### src/rtl/reg_context_engine.sv
`timescale 1ns/1ps
// Context sequencer: streams register-file port X into scratch RAM (save)
// and streams scratch RAM back into the register file (restore).
module reg_context_engine #(
  parameter int         NUM_REGS = 32,
  parameter logic [7:0] SCR_BASE = 8'hE0
) (
  input  logic       CLK,
  input  logic       RST,
  input  logic       SAVE,
  input  logic       RESTORE,
  input  logic [7:0] RF_DX_OUT,
  output logic [4:0] RF_ADRX,
  output logic [7:0] RF_DIN,
  output logic       RF_WR,
  output logic [7:0] SCR_ADDR,
  output logic [9:0] SCR_DATA_OUT,
  input  logic [9:0] SCR_DATA_IN,
  output logic       SCR_WE,
  output logic       BUSY,
  output logic       DONE
);

  typedef enum logic [2:0] {
    IDLE,
    SAVE_ST,
    RESTORE_RD,
    RESTORE_WR,
    DONE_ST
  } state_t;

  localparam logic [4:0] LAST_IDX = 5'(NUM_REGS - 1);

  state_t     state;
  logic [4:0] idx;
  logic [7:0] scr_addr;
  logic       last_idx;
  logic       unused_scr_tag;

  // Scratch slot of the current register; the 8-bit sum wraps past 8'hFF.
  assign scr_addr       = SCR_BASE + {3'b000, idx};
  assign last_idx       = (idx == LAST_IDX);
  assign unused_scr_tag = ^SCR_DATA_IN[9:8];

  always_ff @(posedge CLK or posedge RST) begin
    if (RST) begin
      state <= IDLE;
      idx   <= '0;
    end else begin
      case (state)
        IDLE: begin
          idx <= '0;
          if (SAVE)         state <= SAVE_ST;
          else if (RESTORE) state <= RESTORE_RD;
        end
        SAVE_ST: begin
          if (last_idx) state <= DONE_ST;
          else          idx   <= idx + 5'd1;
        end
        RESTORE_RD: state <= RESTORE_WR;
        RESTORE_WR: begin
          if (last_idx) begin
            state <= DONE_ST;
          end else begin
            idx   <= idx + 5'd1;
            state <= RESTORE_RD;
          end
        end
        DONE_ST: begin
          idx   <= '0;
          state <= IDLE;
        end
        default: begin
          idx   <= '0;
          state <= IDLE;
        end
      endcase
    end
  end

  // Outputs are a pure decode of state/idx so reset silences them at once.
  always_comb begin
    RF_ADRX      = '0;
    RF_DIN       = '0;
    RF_WR        = 1'b0;
    SCR_ADDR     = '0;
    SCR_DATA_OUT = '0;
    SCR_WE       = 1'b0;
    BUSY         = 1'b0;
    DONE         = 1'b0;
    case (state)
      SAVE_ST: begin
        RF_ADRX      = idx;
        SCR_ADDR     = scr_addr;
        SCR_DATA_OUT = {2'b00, RF_DX_OUT};
        SCR_WE       = 1'b1;
        BUSY         = 1'b1;
      end
      RESTORE_RD: begin
        SCR_ADDR = scr_addr;
        BUSY     = 1'b1;
      end
      RESTORE_WR: begin
        SCR_ADDR = scr_addr;
        RF_ADRX  = idx;
        RF_DIN   = SCR_DATA_IN[7:0];
        RF_WR    = 1'b1;
        BUSY     = 1'b1;
      end
      DONE_ST: begin
        DONE = 1'b1;
        BUSY = 1'b1;
      end
      default: ;
    endcase
  end

endmodule

### config.mk
export PLATFORM = sky130hd
export DESIGN_NAME = reg_context_engine
export DESIGN_NICKNAME = d
export VERILOG_FILES = /design/src/rtl/reg_context_engine.sv
export SDC_FILE = /design/constraint.sdc
export NUM_CORES = 1
export LEC_CHECK = 0
export CAP_MARGIN = 25
export CORE_UTILIZATION = 36
export DETAILED_ROUTE_END_ITERATION = 10
export GPL_TIMING_DRIVEN = 0
export PLACE_DENSITY = 0.86
export SLEW_MARGIN = 20
export SYNTH_ARGS = -nofsm -noshare
export SYNTH_HDL_FRONTEND = slang
export SYNTH_SLANG_ARGS = --single-unit
export TNS_END_PERCENT = 50
### constraint.sdc
create_clock -name CLK -period 3.6 [get_ports CLK]
set_input_delay 0.72 -clock CLK [delete_from_list [all_inputs] [get_ports CLK]]
set_output_delay 0.72 -clock CLK [all_outputs]
set_load 0.005 [all_outputs]
==> flow_metrics.tcl, run 1 <==
set metrics [dict create \
    layout_min_cycle_time_ps 2550 \
    fin_skew_ps 3.79 \
    worst_setup_path_start_kind "flop" \
    hp-class "flop to flop" \
    cts_tree "yes" \
    min_to "idx[2]" \
    postSynthAreaPerCell_um2 8.91 \
    nNetsFinal 166 \
    post_cts_buffers 0 \
    start_util 0.381 \
    final_cell_mix "52 x clkdlybuf4s50_1, 15 x and2_1, 9 x and3_1, 8 x dfrtp_1" \
    grt.total_usage 0.183 \
    clockBufferDepth 2 \
    clk_pin_slew_ps 50 \
    holdPathStages 1 \
    netlist_area_um2 739 \
    die_height_um 47.3 \
    antenna_found_initial 0 \
    ctsResizeCount 0 \
    slew_viol_final 0 \
    synthCells 83 \
    gp_congestion 0.761 \
    grt_pass1_wl_um 2880 \
    dp_hpwl_um 1600 \
    diodes 0 \
    vias 765 \
    hold_buffers 0 \
    fin_crit_sh 0.707 \
    drt_wl_total_um 1990 \
    port_buffers 52 \
    min_from "idx[2]" \
    drt.antenna.violating_nets 0 \
    reg2reg_setup_slack_ps 1660 \
    grt_setup_unrepaired "no" \
    fp.dieW_um 47.3 \
    clkLatencyLatePin_ps 260 \
    cts_made_buffers 3 \
    p_leak_nw 0.576 \
    max_cap_viol_count 0 \
    ys_types 32 \
    routed_via_density 4.61 \
    timing.hold.ws_ps 571 \
    postLayoutCoreUtil 0.680 \
    finalNonFillerCells 166 \
    firstDrtPassIters 2 \
    route.detailed.drc 0 \
    outcome "complete, no violations" \
    dp_cells 163 \
    worstPathRequired_ps 2880 \
    r2r_end "idx[3]" \
    root_buffer "clkbuf_4" \
    drive_gt1_frac 0.165 \
    avgRoutedWirePerCell_um 12.0 \
    grt_max_degree 11 \
    crit_arrival_ps 1830 \
    rows 16 \
    htreeDepth 1 \
    die_area_um2 2240 \
    crit_fanout 10 \
    r2r_cells 6 \
    max_freq_mhz 393 \
    tns_ps 0 \
    path_class "flop to output port" \
    cp-end-kind "output port" \
    setup_viol 0 \
    syn2layout_area_growth_pct 78.5 \
    yosysWarnings 0 \
    vdd_ir_drop_max_mv 0.156 \
    dr.first_iter.drc_count 4 \
    r2r_start "idx[0]" \
    power-per-cell-area_nw_per_um2 148 \
    pin_count 57 \
    final_common_cell "clkdlybuf4s50_1" \
    critPathLaunch "state[0]" \
    grt_pass1_vias 675 \
    hold_violations 0 \
    synth-seq-cells 8 \
    ys_seq_area_frac 0.271 \
    core_um2 1940 \
    clock_sinks 8 \
    grt.overflow.total 0 \
]
## critical path: stages (launching register included)
cell and delay (ps):
dfrtp_1 330, buf_6 130, and2b_4 180, nor2b_1 120, buf_2 170, and2_1 140, clkdlybuf4s50_1 490
## cells in the mapped netlist (all sizes together)
| cell type | number | area [um2] |
|---|---|---|
| and2 | 20 | 133 |
| and3 | 9 | 56.3 |
| buf | 8 | 68.8 |
| dfrtp | 8 | 200 |
| nor2 | 6 | 30.0 |
| ha | 3 | 37.5 |
| nor2b | 3 | 18.8 |
| a21oi | 2 | 10.0 |
| a22oi | 2 | 15.0 |
| and2b | 2 | 18.8 |
| clkbuf | 2 | 8.75 |
| inv | 2 | 7.51 |
| mux2 | 2 | 30.0 |
| mux2i | 2 | 20.0 |
| nand2b | 2 | 12.5 |
| o21ai | 2 | 10.0 |
| a311oi | 1 | 8.76 |
| conb | 1 | 3.75 |
| nand3 | 1 | 5.00 |
| nor3 | 1 | 5.00 |
| o21ba | 1 | 16.3 |
| o21bai | 1 | 7.51 |
| o31ai | 1 | 7.51 |
| xnor2 | 1 | 8.76 |
## flip-flops by register name, summed over array words and instances, names as in the netlist
| name | cells |
|---|---|
| idx | 5 |
| state | 3 |
## worst max-delay path by stage
stage / end / slack [ps] / cells past startpoint
6_report: SCR_DATA_OUT[7] / 1050 / 6
5_1_grt: SCR_DATA_OUT[7] / 910 / 6
3_5_place_dp: RF_DIN[2] / 1040 / 3
3_3_place_gp: RF_DIN[1] / 1050 / 3
2_1_floorplan: idx[3] / 1780 / 6
4_1_cts: SCR_DATA_OUT[7] / 1040 / 6
## power by group
| part | internal (mW) | total [mW] | switching, mW |
|---|---|---|---|
| clock | 0.0381 | 0.0681 | 0.0300 |
| sequential | 0.0900 | 0.0900 | 0 |
| combinational | 0.0292 | 0.0375 | 0.00827 |
## per-stage QoR
stage | cell area, um2 | setup slack (ps) | power (mW)
3_3_place_gp | 1300 | 1050 | 0.129
3_5_place_dp | 1300 | 1040 | 0.129
2_1_floorplan | 743 | 1780 | 0.0996
4_1_cts | 1320 | 1040 | 0.199
5_1_grt | 1320 | 911 | 0.207
6_report | 1320 | 1050 | 0.196
## layout make-up
| class | count | area (um2) |
|---|---|---|
| Clock buffer | 3 | 22.5 |
| Sequential cell | 8 | 200 |
| Tap cell | 27 | 33.8 |
| Buffer | 10 | 77.6 |
| Fill cell | 170 | 622 |
| Timing Repair Buffer | 52 | 520 |
| Inverter | 2 | 7.51 |
| Multi-Input combinational cell | 64 | 458 |
## logic make-up (layout without fill, tap and decap cells)
logic type,Yosys count,in the layout,synth area share
other,1,2,0.00507
adder cells (fa/ha/maj),3,3,0.0508
flip-flops,8,8,0.271
AND/OR/NAND/NOR,44,44,0.377
multiplexers,4,4,0.0677
XOR/XNOR,1,1,0.0118
buffers and inverters,12,67,0.115
AO/OA/AOI/OAI,10,10,0.102
## layer usage
metal  share of wire  routed length, um  track usage
met4           0.013                 25       0.0857
met1            0.39                767        0.204
met5               0                  0            0
met2            0.47                927        0.326
met3            0.13                264       0.0423
(Power assumes the default switching activity.)
==> inputs of run 2 (changes only) <==
--- a/config.mk
+++ b/config.mk
@@ -6,10 +6,10 @@
 export NUM_CORES = 1
 export LEC_CHECK = 0
 export CAP_MARGIN = 25
-export CORE_UTILIZATION = 36
+export CORE_UTILIZATION = 30
 export DETAILED_ROUTE_END_ITERATION = 10
 export GPL_TIMING_DRIVEN = 0
-export PLACE_DENSITY = 0.86
+export PLACE_DENSITY = 0.76
 export SLEW_MARGIN = 20
 export SYNTH_ARGS = -nofsm -noshare
 export SYNTH_HDL_FRONTEND = slang
==> constraint.sdc (replaced) <==
create_clock -name CLK -period 2.1 [get_ports CLK]
set_input_delay 0.42 -clock CLK [delete_from_list [all_inputs] [get_ports CLK]]
set_output_delay 0.42 -clock CLK [all_outputs]
set_load 0.005 [all_outputs]
==> run 2 against run 1 <==
First-iteration DRC count increased to 3.3 times the previous value. Largest cell class unchanged. Worst setup slack got worse by 1000 ps. Sequential share of layout area decreased by 0.94 points. Worst hold slack got worse by 180 ps. Cell count increased by 2.4%. Clock-buffer cell count unchanged. Critical endpoint unchanged. Critical path type unchanged. Sequential power increased by 71%. Global-route usage decreased by 2.2 points.
==> flow_metrics.tcl, run 2 (same netlist as run 1, synthesis figures left out) <==
set metrics [dict create \
    final_cell_mix "22 x clkdlybuf4s50_1, 20 x dlymetal6s2s_1, 15 x and2_1, 9 x buf_4, 9 x and3_1" \
    place_area_um2 1300 \
    power-per-cell-area_nw_per_um2 241 \
    path_class "flop to output port" \
    met2_usage 0.290 \
    routed_via_density 4.56 \
    finalNonFillerCells 170 \
    grt_setup_unrepaired "yes" \
    vias 775 \
    drive_gt1_frac 0.218 \
    fin_skew_ps 8.47 \
    final_cell_area_um2 1410 \
    rows 17 \
    fillers 204 \
    p_leak_nw 0.872 \
    power_mw 0.339 \
    timing.hold.ws_ps 395 \
    grt_busiest_layer "met2" \
    port_buffers 52 \
    vdd_ir_drop_max_mv 0.211 \
    worstPathRequired_ps 1680 \
    grt.total_usage 0.161 \
    outcome "complete, no violations" \
    clockBufferDepth 2 \
    diodes 0 \
    die_height_um 51.6 \
    drt.antenna.violating_nets 0 \
    cp-end-kind "output port" \
    max_cap_viol_count 0 \
    crit_arrival_ps 1630 \
    clock_sinks 8 \
    clkLatencyLatePin_ps 270 \
    start_util 0.325 \
    hp-class "input pin to asynchronous set/reset pin" \
    nNetsFinal 169 \
    regMostFlops "idx" \
    die_area_um2 2670 \
    gp_congestion 0.801 \
    root_buffer "clkbuf_4" \
    largest_register_ffs 5 \
    cts_made_buffers 3 \
    dr.first_iter.drc_count 13 \
    drt_wl_total_um 2110 \
    avgRoutedWirePerCell_um 12.4 \
    final_common_cell "clkdlybuf4s50_1" \
    fp.dieW_um 51.6 \
    htreeDepth 1 \
    cts_tree "yes" \
    antenna_found_initial 0 \
    dp_cells 164 \
    core_um2 2280 \
    grt.overflow.total 0 \
    route.detailed.drc 0 \
    syn2layout_area_growth_pct 90.4 \
    max_freq_mhz 488 \
    setup_viol 0 \
    slew_viol_final 0 \
    worst_setup_path_start_kind "flop" \
    grt_max_degree 11 \
    layout_min_cycle_time_ps 2050 \
    hold_buffers 0 \
    firstDrtPassIters 4 \
    dp_hpwl_um 1630 \
    hold_violations 0 \
    clk_pin_slew_ps 60 \
    top_regs "idx (5), state (3)" \
    fin_crit_sh 0.976 \
    grt_pass1_vias 691 \
    use_met1 0.153 \
    pin_count 57 \
    grt_use_met3 0.0702 \
    reg2reg_setup_slack_ps 160 \
    grt_pass1_wl_um 3120 \
    crit_fanout 10 \
]
[run 2: cell types whose count changed in the layout (fill, tap and decap cells not counted), sizes merged]
cell / change
clkbuf: -1
dlygate4sd2: +7
clkdlybuf4s15: +1
buf: +6
dlymetal6s2s: +20
clkdlybuf4s50: -30
[run 2: worst paths after layout]
check | start | endpoint | cells past startpoint
worst min register to register | idx[1] | idx[1] | 2
worst min-delay path | RST | state[0] | 2
worst max register to register | idx[0] | idx[3] | 6
min in group CLK | idx[1] | idx[1] | 2
worst max-delay path | state[0] | SCR_DATA_OUT[7] | 6
max in group asynchronous | RST | idx[1] | 2
[run 2: routing by layer]
metal | wire length [um] | part of all wire
met3 | 325 | 0.15
met1 | 771 | 0.37
met4 | 30 | 0.014
met5 | 0 | 0
met2 | 982 | 0.47
[run 2: what timing repair did]
action	CTS	global route
buffers inserted	1	0
endpoints found under the setup margin	30	24
gates cloned	1	1
hold endpoints to repair	0	0
resized for setup	16	30
[run 2: per-stage QoR]
step | setup slack [ps] | setup TNS, ps | utilization
final | 50.1 | 0 | 0.618
after floorplan | 282 | 0 | -
after CTS | -127 | -1530 | 0.587
after global placement | 124 | 0 | 0.571
after detailed placement | 96.5 | 0 | 0.571
after global routing | 0.767 | 0 | 0.618
[run 2: report_power, final]
group,internal [mW],switching (mW)
clock network,0.0659,0.0593
logic,0.0456,0.0138
registers,0.154,0
[run 2: worst max-delay path: stages, from the launching register on]
cell	delay (ps)
dfrtp_1	370
buf_6	140
and2b_4	180
nor2b_4	130
buf_4	130
and2_1	150
dlygate4sd2_1	260
[run 2: cell type report]
| class | instances | area [um2] | share of cell area |
|---|---|---|---|
| Buffer | 10 | 91.3 | 0.0649 |
| Clock buffer | 3 | 22.5 | 0.0160 |
| Inverter | 2 | 7.51 | 0.00533 |
| Multi-Input combinational cell | 64 | 468 | 0.332 |
| Tap cell | 28 | 35.0 | 0.0249 |
| Timing Repair Buffer | 55 | 583 | 0.414 |
| Sequential cell | 8 | 200 | 0.142 |
